===== config.mk =====
export PLATFORM = sky130hd
export DESIGN_NAME = mem_access_stage
export DESIGN_NICKNAME = d
export VERILOG_FILES = /design/src/rtl/mem_access_stage_pkg.sv /design/src/rtl/mem_access_stage_align.sv /design/src/rtl/mem_access_stage.sv
export SDC_FILE = /design/constraint.sdc
export NUM_CORES = 1
export LEC_CHECK = 0
export ABC_AREA = 1
export BUFFER_PORTS_ARGS = -buffer_cell sky130_fd_sc_hd__buf_2
export CAP_MARGIN = 20
export CORE_ASPECT_RATIO = 1.2
export CORE_MARGIN = 2
export CORE_UTILIZATION = 30
export CTS_CLUSTER_SIZE = 10
export DETAILED_ROUTE_END_ITERATION = 12
export HOLD_SLACK_MARGIN = 0.02
export PLACE_DENSITY_LB_ADDON = 0.3
export REMOVE_ABC_BUFFERS = 1
export SLEW_MARGIN = 30
export SYNTH_ARGS = -nofsm -noshare
export SYNTH_HDL_FRONTEND = slang
export SYNTH_SLANG_ARGS = --single-unit

===== constraint.sdc =====
create_clock -name i_clk -period 3 [get_ports i_clk]
set_clock_uncertainty 0.1 [all_clocks]
set_input_delay 0.75 -clock i_clk [delete_from_list [all_inputs] [get_ports i_clk]]
set_output_delay 0.75 -clock i_clk [all_outputs]
set_load 0.02 [all_outputs]

===== src/rtl/mem_access_stage_pkg.sv =====
// -----------------------------------------------------------------------------
// mem_access_stage_pkg
// Shared types for the MEM pipeline stage.
//   Bus side       : addr_t, word_t, msize_t, dbus_req_t, dbus_resp_t
//   Pipeline side  : execute_data_t (EX/MEM payload), memory_data_t (to Mem/Wr),
//                    mem_state_e (stage FSM states)
//   Helper         : is_misaligned() - size/offset alignment test, used when
//                    MEM_MISALIGN_CHECK_EN is defined.
// -----------------------------------------------------------------------------
package mem_access_stage_pkg;

  localparam int ADDR_W = 64;
  localparam int DATA_W = 64;
  localparam int STRB_W = DATA_W / 8;

  typedef logic [ADDR_W-1:0] addr_t;
  typedef logic [DATA_W-1:0] word_t;
  // Access size: 0=1B, 1=2B, 2=4B, 3=8B
  typedef logic [1:0]        msize_t;

  typedef struct packed {
    logic              valid;
    addr_t             addr;
    msize_t            size;
    logic [STRB_W-1:0] strobe;
    word_t             data;
  } dbus_req_t;

  typedef struct packed {
    logic  addr_ok;
    logic  data_ok;
    word_t data;
  } dbus_resp_t;

  typedef struct packed {
    logic       valid;
    logic       mem_rd;
    logic       mem_wr;
    msize_t     size;
    logic       sext;
    addr_t      addr;
    word_t      wdata;
    word_t      alu_res;   // ALU value; also base-writeback value for stores
    logic [4:0] dst;
    logic       regwrite;
  } execute_data_t;

  typedef struct packed {
    logic       valid;
    logic       regwrite;
    logic [4:0] dst;
    word_t      result;
    logic       exc;       // misaligned-access exception
  } memory_data_t;

  typedef enum logic [1:0] {
    ST_IDLE = 2'd0,
    ST_REQ  = 2'd1,
    ST_HOLD = 2'd2
  } mem_state_e;

  // True when the byte offset is not a multiple of the access size.
  function automatic logic is_misaligned(input msize_t size, input logic [2:0] off);
    logic r;
    case (size)
      2'd0:    r = 1'b0;
      2'd1:    r = off[0];
      2'd2:    r = |off[1:0];
      2'd3:    r = |off;
      default: r = 1'b0;
    endcase
    return r;
  endfunction

endpackage


===== src/rtl/mem_access_stage_align.sv =====
// -----------------------------------------------------------------------------
// mem_access_stage_align
// Pure combinational data-path helper: store strobe/data alignment and load
// data extraction with sign/zero extension.
//   i_size     access size (0=1B .. 3=8B)
//   i_off      byte offset within the doubleword (addr[2:0])
//   i_sext     sign-extend loaded value
//   i_is_store strobes are only generated for stores
//   i_wdata    register store data (right-justified)
//   i_rdata    raw 64-bit bus read data
//   o_strobe   byte strobes for the bus
//   o_wdata    store data shifted to its byte lanes
//   o_rdata    extracted, extended load value
// -----------------------------------------------------------------------------
module mem_access_stage_align
  import mem_access_stage_pkg::*;
(
  input  msize_t            i_size,
  input  logic [2:0]        i_off,
  input  logic              i_sext,
  input  logic              i_is_store,
  input  word_t             i_wdata,
  input  word_t             i_rdata,
  output logic [STRB_W-1:0] o_strobe,
  output word_t             o_wdata,
  output word_t             o_rdata
);

  logic [STRB_W-1:0] w_mask;
  logic [5:0]        w_shamt;
  word_t             w_raw;

  assign w_shamt = {i_off, 3'b000};

  // Unshifted byte-lane mask for the access size.
  always_comb begin
    case (i_size)
      2'd0:    w_mask = 8'h01;
      2'd1:    w_mask = 8'h03;
      2'd2:    w_mask = 8'h0F;
      2'd3:    w_mask = 8'hFF;
      default: w_mask = 8'hFF;
    endcase
  end

  assign o_strobe = i_is_store ? (w_mask << i_off) : 8'h00;
  assign o_wdata  = i_wdata << w_shamt;
  assign w_raw    = i_rdata >> w_shamt;

  // Truncate the shifted read data to the access size and extend to 64 bits.
  always_comb begin
    case (i_size)
      2'd0:    o_rdata = {{56{i_sext & w_raw[7]}},  w_raw[7:0]};
      2'd1:    o_rdata = {{48{i_sext & w_raw[15]}}, w_raw[15:0]};
      2'd2:    o_rdata = {{32{i_sext & w_raw[31]}}, w_raw[31:0]};
      2'd3:    o_rdata = w_raw;
      default: o_rdata = w_raw;
    endcase
  end

endmodule


===== src/rtl/mem_access_stage.sv =====
// -----------------------------------------------------------------------------
// mem_access_stage
// MEM stage: drives the data bus for loads/stores, aligns store data, extracts
// load data and presents the result to the Mem/Wr register.
//   i_clk          rising-edge clock
//   i_rst          synchronous active-high reset
//   i_data_e       EX/MEM payload (execute_data_t)
//   i_freeze       downstream freeze; a finished result is held, never re-issued
//   o_dreq         data bus request (dbus_req_t)
//   i_dresp        data bus response (dbus_resp_t)
//   o_data_m       result to Mem/Wr (memory_data_t)
//   o_mem_stall    access in flight without a result yet
//   o_mem_misalign misaligned access flagged
// Build option: MEM_MISALIGN_CHECK_EN - when defined, misaligned accesses are
// not issued; they complete at once with the exception flag set and register
// write suppressed. When undefined they are issued as-is and o_mem_misalign=0.
// -----------------------------------------------------------------------------
module mem_access_stage
  import mem_access_stage_pkg::*;
(
  input  logic          i_clk,
  input  logic          i_rst,
  input  execute_data_t i_data_e,
  input  logic          i_freeze,
  output dbus_req_t     o_dreq,
  input  dbus_resp_t    i_dresp,
  output memory_data_t  o_data_m,
  output logic          o_mem_stall,
  output logic          o_mem_misalign
);

  mem_state_e    r_state;
  mem_state_e    w_state_nxt;
  execute_data_t r_op;     // request captured on entry to REQ, keeps dreq stable
  memory_data_t  r_hold;   // result buffered while frozen

  execute_data_t     w_op;
  logic              w_is_mem;
  logic              w_misalign;
  logic              w_issue;
  logic              w_done;
  logic [STRB_W-1:0] w_strobe;
  word_t             w_wdata_al;
  word_t             w_load;
  memory_data_t      w_result;
  logic              w_unused_ok;

  // In IDLE the request comes straight from EX so a same-cycle data_ok can complete.
  assign w_op     = (r_state == ST_REQ) ? r_op : i_data_e;
  assign w_is_mem = i_data_e.valid & (i_data_e.mem_rd | i_data_e.mem_wr);

`ifdef MEM_MISALIGN_CHECK_EN
  assign w_misalign = w_is_mem & is_misaligned(i_data_e.size, i_data_e.addr[2:0]);
`else
  assign w_misalign = 1'b0;
`endif

  assign w_issue = (r_state == ST_IDLE) & w_is_mem & ~w_misalign;
  // data_ok counts only for a request presented this cycle; stale ones fall through.
  assign w_done  = (w_issue | (r_state == ST_REQ)) & i_dresp.data_ok;

  mem_access_stage_align u_align (
    .i_size     (w_op.size),
    .i_off      (w_op.addr[2:0]),
    .i_sext     (w_op.sext),
    .i_is_store (w_op.mem_wr),
    .i_wdata    (w_op.wdata),
    .i_rdata    (i_dresp.data),
    .o_strobe   (w_strobe),
    .o_wdata    (w_wdata_al),
    .o_rdata    (w_load)
  );

  // Completed-access result: loads return bus data, stores return the ALU value.
  always_comb begin
    w_result          = '0;
    w_result.valid    = 1'b1;
    w_result.regwrite = w_op.regwrite;
    w_result.dst      = w_op.dst;
    w_result.exc      = 1'b0;
    if (w_op.mem_rd) begin
      w_result.result = w_load;
    end else begin
      w_result.result = w_op.alu_res;
    end
  end

  assign w_unused_ok = &{1'b0, i_dresp.addr_ok, w_op.valid};

  // State register.
  always_ff @(posedge i_clk) begin
    if (i_rst) begin
      r_state <= ST_IDLE;
    end else begin
      r_state <= w_state_nxt;
    end
  end

  // Request capture and hold buffer.
  always_ff @(posedge i_clk) begin
    if (i_rst) begin
      r_op   <= '0;
      r_hold <= '0;
    end else begin
      if (w_issue) begin
        r_op <= i_data_e;
      end else begin
        r_op <= r_op;
      end
      if (w_done & i_freeze) begin
        r_hold <= w_result;
      end else begin
        r_hold <= r_hold;
      end
    end
  end

  // Next-state logic.
  always_comb begin
    w_state_nxt = r_state;
    case (r_state)
      ST_IDLE: begin
        if (w_issue) begin
          if (w_done) begin
            w_state_nxt = i_freeze ? ST_HOLD : ST_IDLE;
          end else begin
            w_state_nxt = ST_REQ;
          end
        end else begin
          w_state_nxt = ST_IDLE;
        end
      end
      ST_REQ: begin
        if (w_done) begin
          w_state_nxt = i_freeze ? ST_HOLD : ST_IDLE;
        end else begin
          w_state_nxt = ST_REQ;
        end
      end
      ST_HOLD: begin
        if (i_freeze) begin
          w_state_nxt = ST_HOLD;
        end else begin
          w_state_nxt = ST_IDLE;
        end
      end
      default: w_state_nxt = ST_IDLE;
    endcase
  end

  // Output logic.
  always_comb begin
    o_dreq         = '0;
    o_data_m       = '0;
    o_mem_stall    = 1'b0;
    o_mem_misalign = 1'b0;
    case (r_state)
      ST_IDLE: begin
        if (w_misalign) begin
          // Faulting address reported in the result field.
          o_mem_misalign    = 1'b1;
          o_data_m.valid    = 1'b1;
          o_data_m.regwrite = 1'b0;
          o_data_m.dst      = i_data_e.dst;
          o_data_m.result   = i_data_e.addr;
          o_data_m.exc      = 1'b1;
        end else if (w_issue) begin
          o_dreq.valid  = 1'b1;
          o_dreq.addr   = w_op.addr;
          o_dreq.size   = w_op.size;
          o_dreq.strobe = w_strobe;
          o_dreq.data   = w_wdata_al;
          if (w_done) begin
            o_data_m = w_result;
          end else begin
            o_mem_stall = 1'b1;
          end
        end else if (i_data_e.valid) begin
          o_data_m.valid    = 1'b1;
          o_data_m.regwrite = i_data_e.regwrite;
          o_data_m.dst      = i_data_e.dst;
          o_data_m.result   = i_data_e.alu_res;
          o_data_m.exc      = 1'b0;
        end else begin
          o_data_m.valid = 1'b0;
        end
      end
      ST_REQ: begin
        o_dreq.valid  = 1'b1;
        o_dreq.addr   = w_op.addr;
        o_dreq.size   = w_op.size;
        o_dreq.strobe = w_strobe;
        o_dreq.data   = w_wdata_al;
        if (w_done) begin
          o_data_m = w_result;
        end else begin
          o_mem_stall = 1'b1;
        end
      end
      ST_HOLD: begin
        o_data_m = r_hold;
      end
      default: begin
        o_data_m = '0;
      end
    endcase
  end

endmodule

==> out/metrics.yaml <==
sta:
  timing.final.crit_period_ps: 3670
  drv_slew: 0
  rsz0062_at_grt: "true"
  fmax_ghz: 0.272
  worstMarginPinSlew_ps: 971
  relSlewSlack_pct: 35.3
  fin_crit_sh_pct: 122
  setup_viol: 205
  setup_slack_ps: -673
  hold_viol_final: 0
  setup_tns_ps: -78380
place:
  portBuffers: 482
  placed_cell_area_sq_um: 23400
  place.gp.congestion: 0.910
  place_inst: 4501
  dp.final_hpwl_um: 53600
detailed_routing:
  drc: 0
  post_drt_wl_per_cell_um: 17.2
  vias: 22908
  via_per_inst: 4.92
  drt_iter0_drc: 1408
  routed_wl_um: 80000
  antenna_left: 0
  first_pass_iters: 5
global_route:
  grt_use_total_pct: 22.9
  grt_pass1_wl_um: 115000
  grt_max_degree: 209
  antenna_found_initial: 32
  grt_pass1_vias: 20471
  overflow: 0
yosys:
  synth_area_leaders: "dfxtp_1 (30%), nand2_1 (23%), nor2_1 (7.8%), o21ai_0 (6.5%), inv_1 (6.4%)"
  ys_seq_area_share_pct: 30.2
  yosysTopAreaCellShare_pct: 30.2
  yosysWarnings: 0
  syn_inst: 3165
  synth_area_sq_um: 18300
  yosysTopAreaCell: "dfxtp_1"
  syn_avg_cell_area_sq_um: 5.79
  synth_cell_types: 32
  ys_ff_latch: 276
worst_setup_path:
  cp.buffers_inverters: 6
  slowest_delay_ps: 370
  critPathCaptureType: "output port"
  crit_path_frequent_cell: "nand2_1"
  cp_top_family: "buffers and inverters"
  crit_type: "reg -> out"
  reg2reg_from: "r_state[1]"
  worstSetupStartpointType: "flop"
  worstPathCellList: "buf_12 > nand2_8 > buf_12 > buf_4 > o21a_2 > a21oi_4 > nand2_8 > buf_8 > clkbuf_16 > nand2_4 > nand2_2 > nand2_1 > nand2_1 > nand2_1 > buf_6"
  reg2regPathDepth: 9
  crit_slowest_cell: "dfxtp_4"
  r2r_end: "r_op[37]"
  critical_path_peak_fanout: 6
  cp.arrival_ps: 2820
  critPathRequiredTime_ps: 2150
  r2r_setup_slack_ps: 540
status:
  status: "finished, violations left"
  violations: "setup timing"
run:
  cap_violations: 0
layout:
  fin_area_sq_um: 27800
  layout.cells.non_filler: 4659
  final_cell_mix: "nand2_1 (961), buf_2 (383), nor2_1 (372), inv_1 (305)"
  nets: 4083
  synthToLayoutAreaGrowth_pct: 51.6
  layout_commonest_cell: "nand2_1"
  fillCellCount: 6302
  drive_gt1_share_pct: 30.8
power:
  power_density_nw_per_um2: 468
  p_sw_uw: 4570
  seq_power_share_pct: 31.1
  p_int_uw: 8430
  peakVddDrop_uv: 347
  p_clk_share_pct: 34.0
  combinationalPowerShare_pct: 34.9
  total_power_uw: 13000
  swShare_pct: 35.1
  power.leakage_uw: 0.0139
clocking:
  insertion_delay_ps: 560
  clock_sinks: 276
  clockRootBuffer: "clkbuf_16"
  cts_buffers: 37
  clk_path_buf_depth: 3
  h-tree-depth: 2
  cts_hold_buf: 0
  cts_tree: "built"
  clk_pin_slew_ps: 60
min_path:
  min_path_type: "in -> reg"
  hold_path_depth: 3
  worstHoldStart: "i_freeze"
  hold_end: "r_state[1]"
floorplan:
  die_x_um: 230
  num_rows: 99
  die_h_um: 275
  io_pins: 486
  start_util_pct: 30.2
  die-area_sq_um: 63100
  coreArea_sq_um: 60600
==> repair_timing <==
item,in CTS,in global routing
pin swaps,20,51
gates resized for setup,312,323
gates cloned,12,18
setup endpoints to repair,210,210
buffers inserted,36,22
==> through the flow <==
step                      hold WS (ps)  setup WS (ps)  utilization (%)
after CTS                          297           -687             43.1
after global placement             346           -553             38.6
final                              334           -673             45.8
after global routing               328           -780             45.8
after detailed placement           346           -523             38.6
after floorplan                    332          -9030                -
==> cell type report <==
class	instances	area (sq um)	area share [%]
tap	808	1010	3.64
clock buffer	51	1050	3.78
multi-input combinational	2329	11900	42.7
antenna	20	50.0	0.180
sequential	276	5530	19.9
inverter	321	1230	4.44
timing repair buffer	845	6910	24.9
clock inverter	9	125	0.451
==> power by group through the flow <==
stage	clock network, uW	registers, uW	logic [uW]
2_1_floorplan	0	4090	2060
3_3_place_gp	0	4110	3600
3_5_place_dp	0	4120	3620
4_1_cts	4540	4040	4080
5_1_grt	4670	4070	4940
6_report	4420	4040	4540
==> worst max path at each step <==
| stage | depth (start not counted) | slack, ps | start | to |
|---|---|---|---|---|
| floorplan | 6 | -9030 | i_data_e[203] | o_dreq[32] |
| global placement | 13 | -550 | i_data_e[134] | o_data_m[4] |
| detailed placement | 15 | -520 | i_data_e[134] | o_data_m[4] |
| finish | 15 | -670 | r_state[0] | o_data_m[54] |
| CTS | 17 | -690 | r_state[0] | o_data_m[33] |
| global route | 15 | -780 | r_state[0] | o_data_m[54] |
==> metal layers <==
layer | GRT usage [%] | wire, um | part of all wire (%)
met4 | 10.0 | 3190 | 4.0
met3 | 5.29 | 5680 | 7.1
met1 | 28.3 | 32800 | 41
met5 | 0 | 159 | 0.20
met2 | 38.2 | 38100 | 48
==> kinds of logic (layout without fill, tap and decap cells) <==
group / Yosys count / count (layout) / share of synthesized area, %
AND/OR/NAND/NOR: 1669 / 1674 / 35.4
other: 1 / 22 / 0.0205
multiplexers: 8 / 8 / 0.437
flip-flops: 276 / 276 / 30.2
buffers and inverters: 566 / 1226 / 12.4
AO/OA/AOI/OAI: 645 / 645 / 21.6
==> synth_stat cells, drive strengths merged <==
cell and n:
o21a 1, clkbuf 149, nand4 1, conb 1
nor2 381, nor3 1, a221oi 1, nand2 1127
buf 96, a22oi 63, a21oi 106, o32ai 16
dfxtp 276, o21ai 255, inv 321, or2 7
o211ai 30, nand3 152, o2111ai 6, a211oi 142
a31oi 1, o22ai 24, mux2i 8
==> tightest hold or removal path, stage by stage <==
cell	delay [ps]
buf_2	110
nand2_1	60
a21oi_1	30
==> registers in the layout, summed over array words and instances (netlist names) <==
signal,flops
r_hold,71
r_op,203
r_state,2
Note: power is estimated with default switching activity, not from simulation.
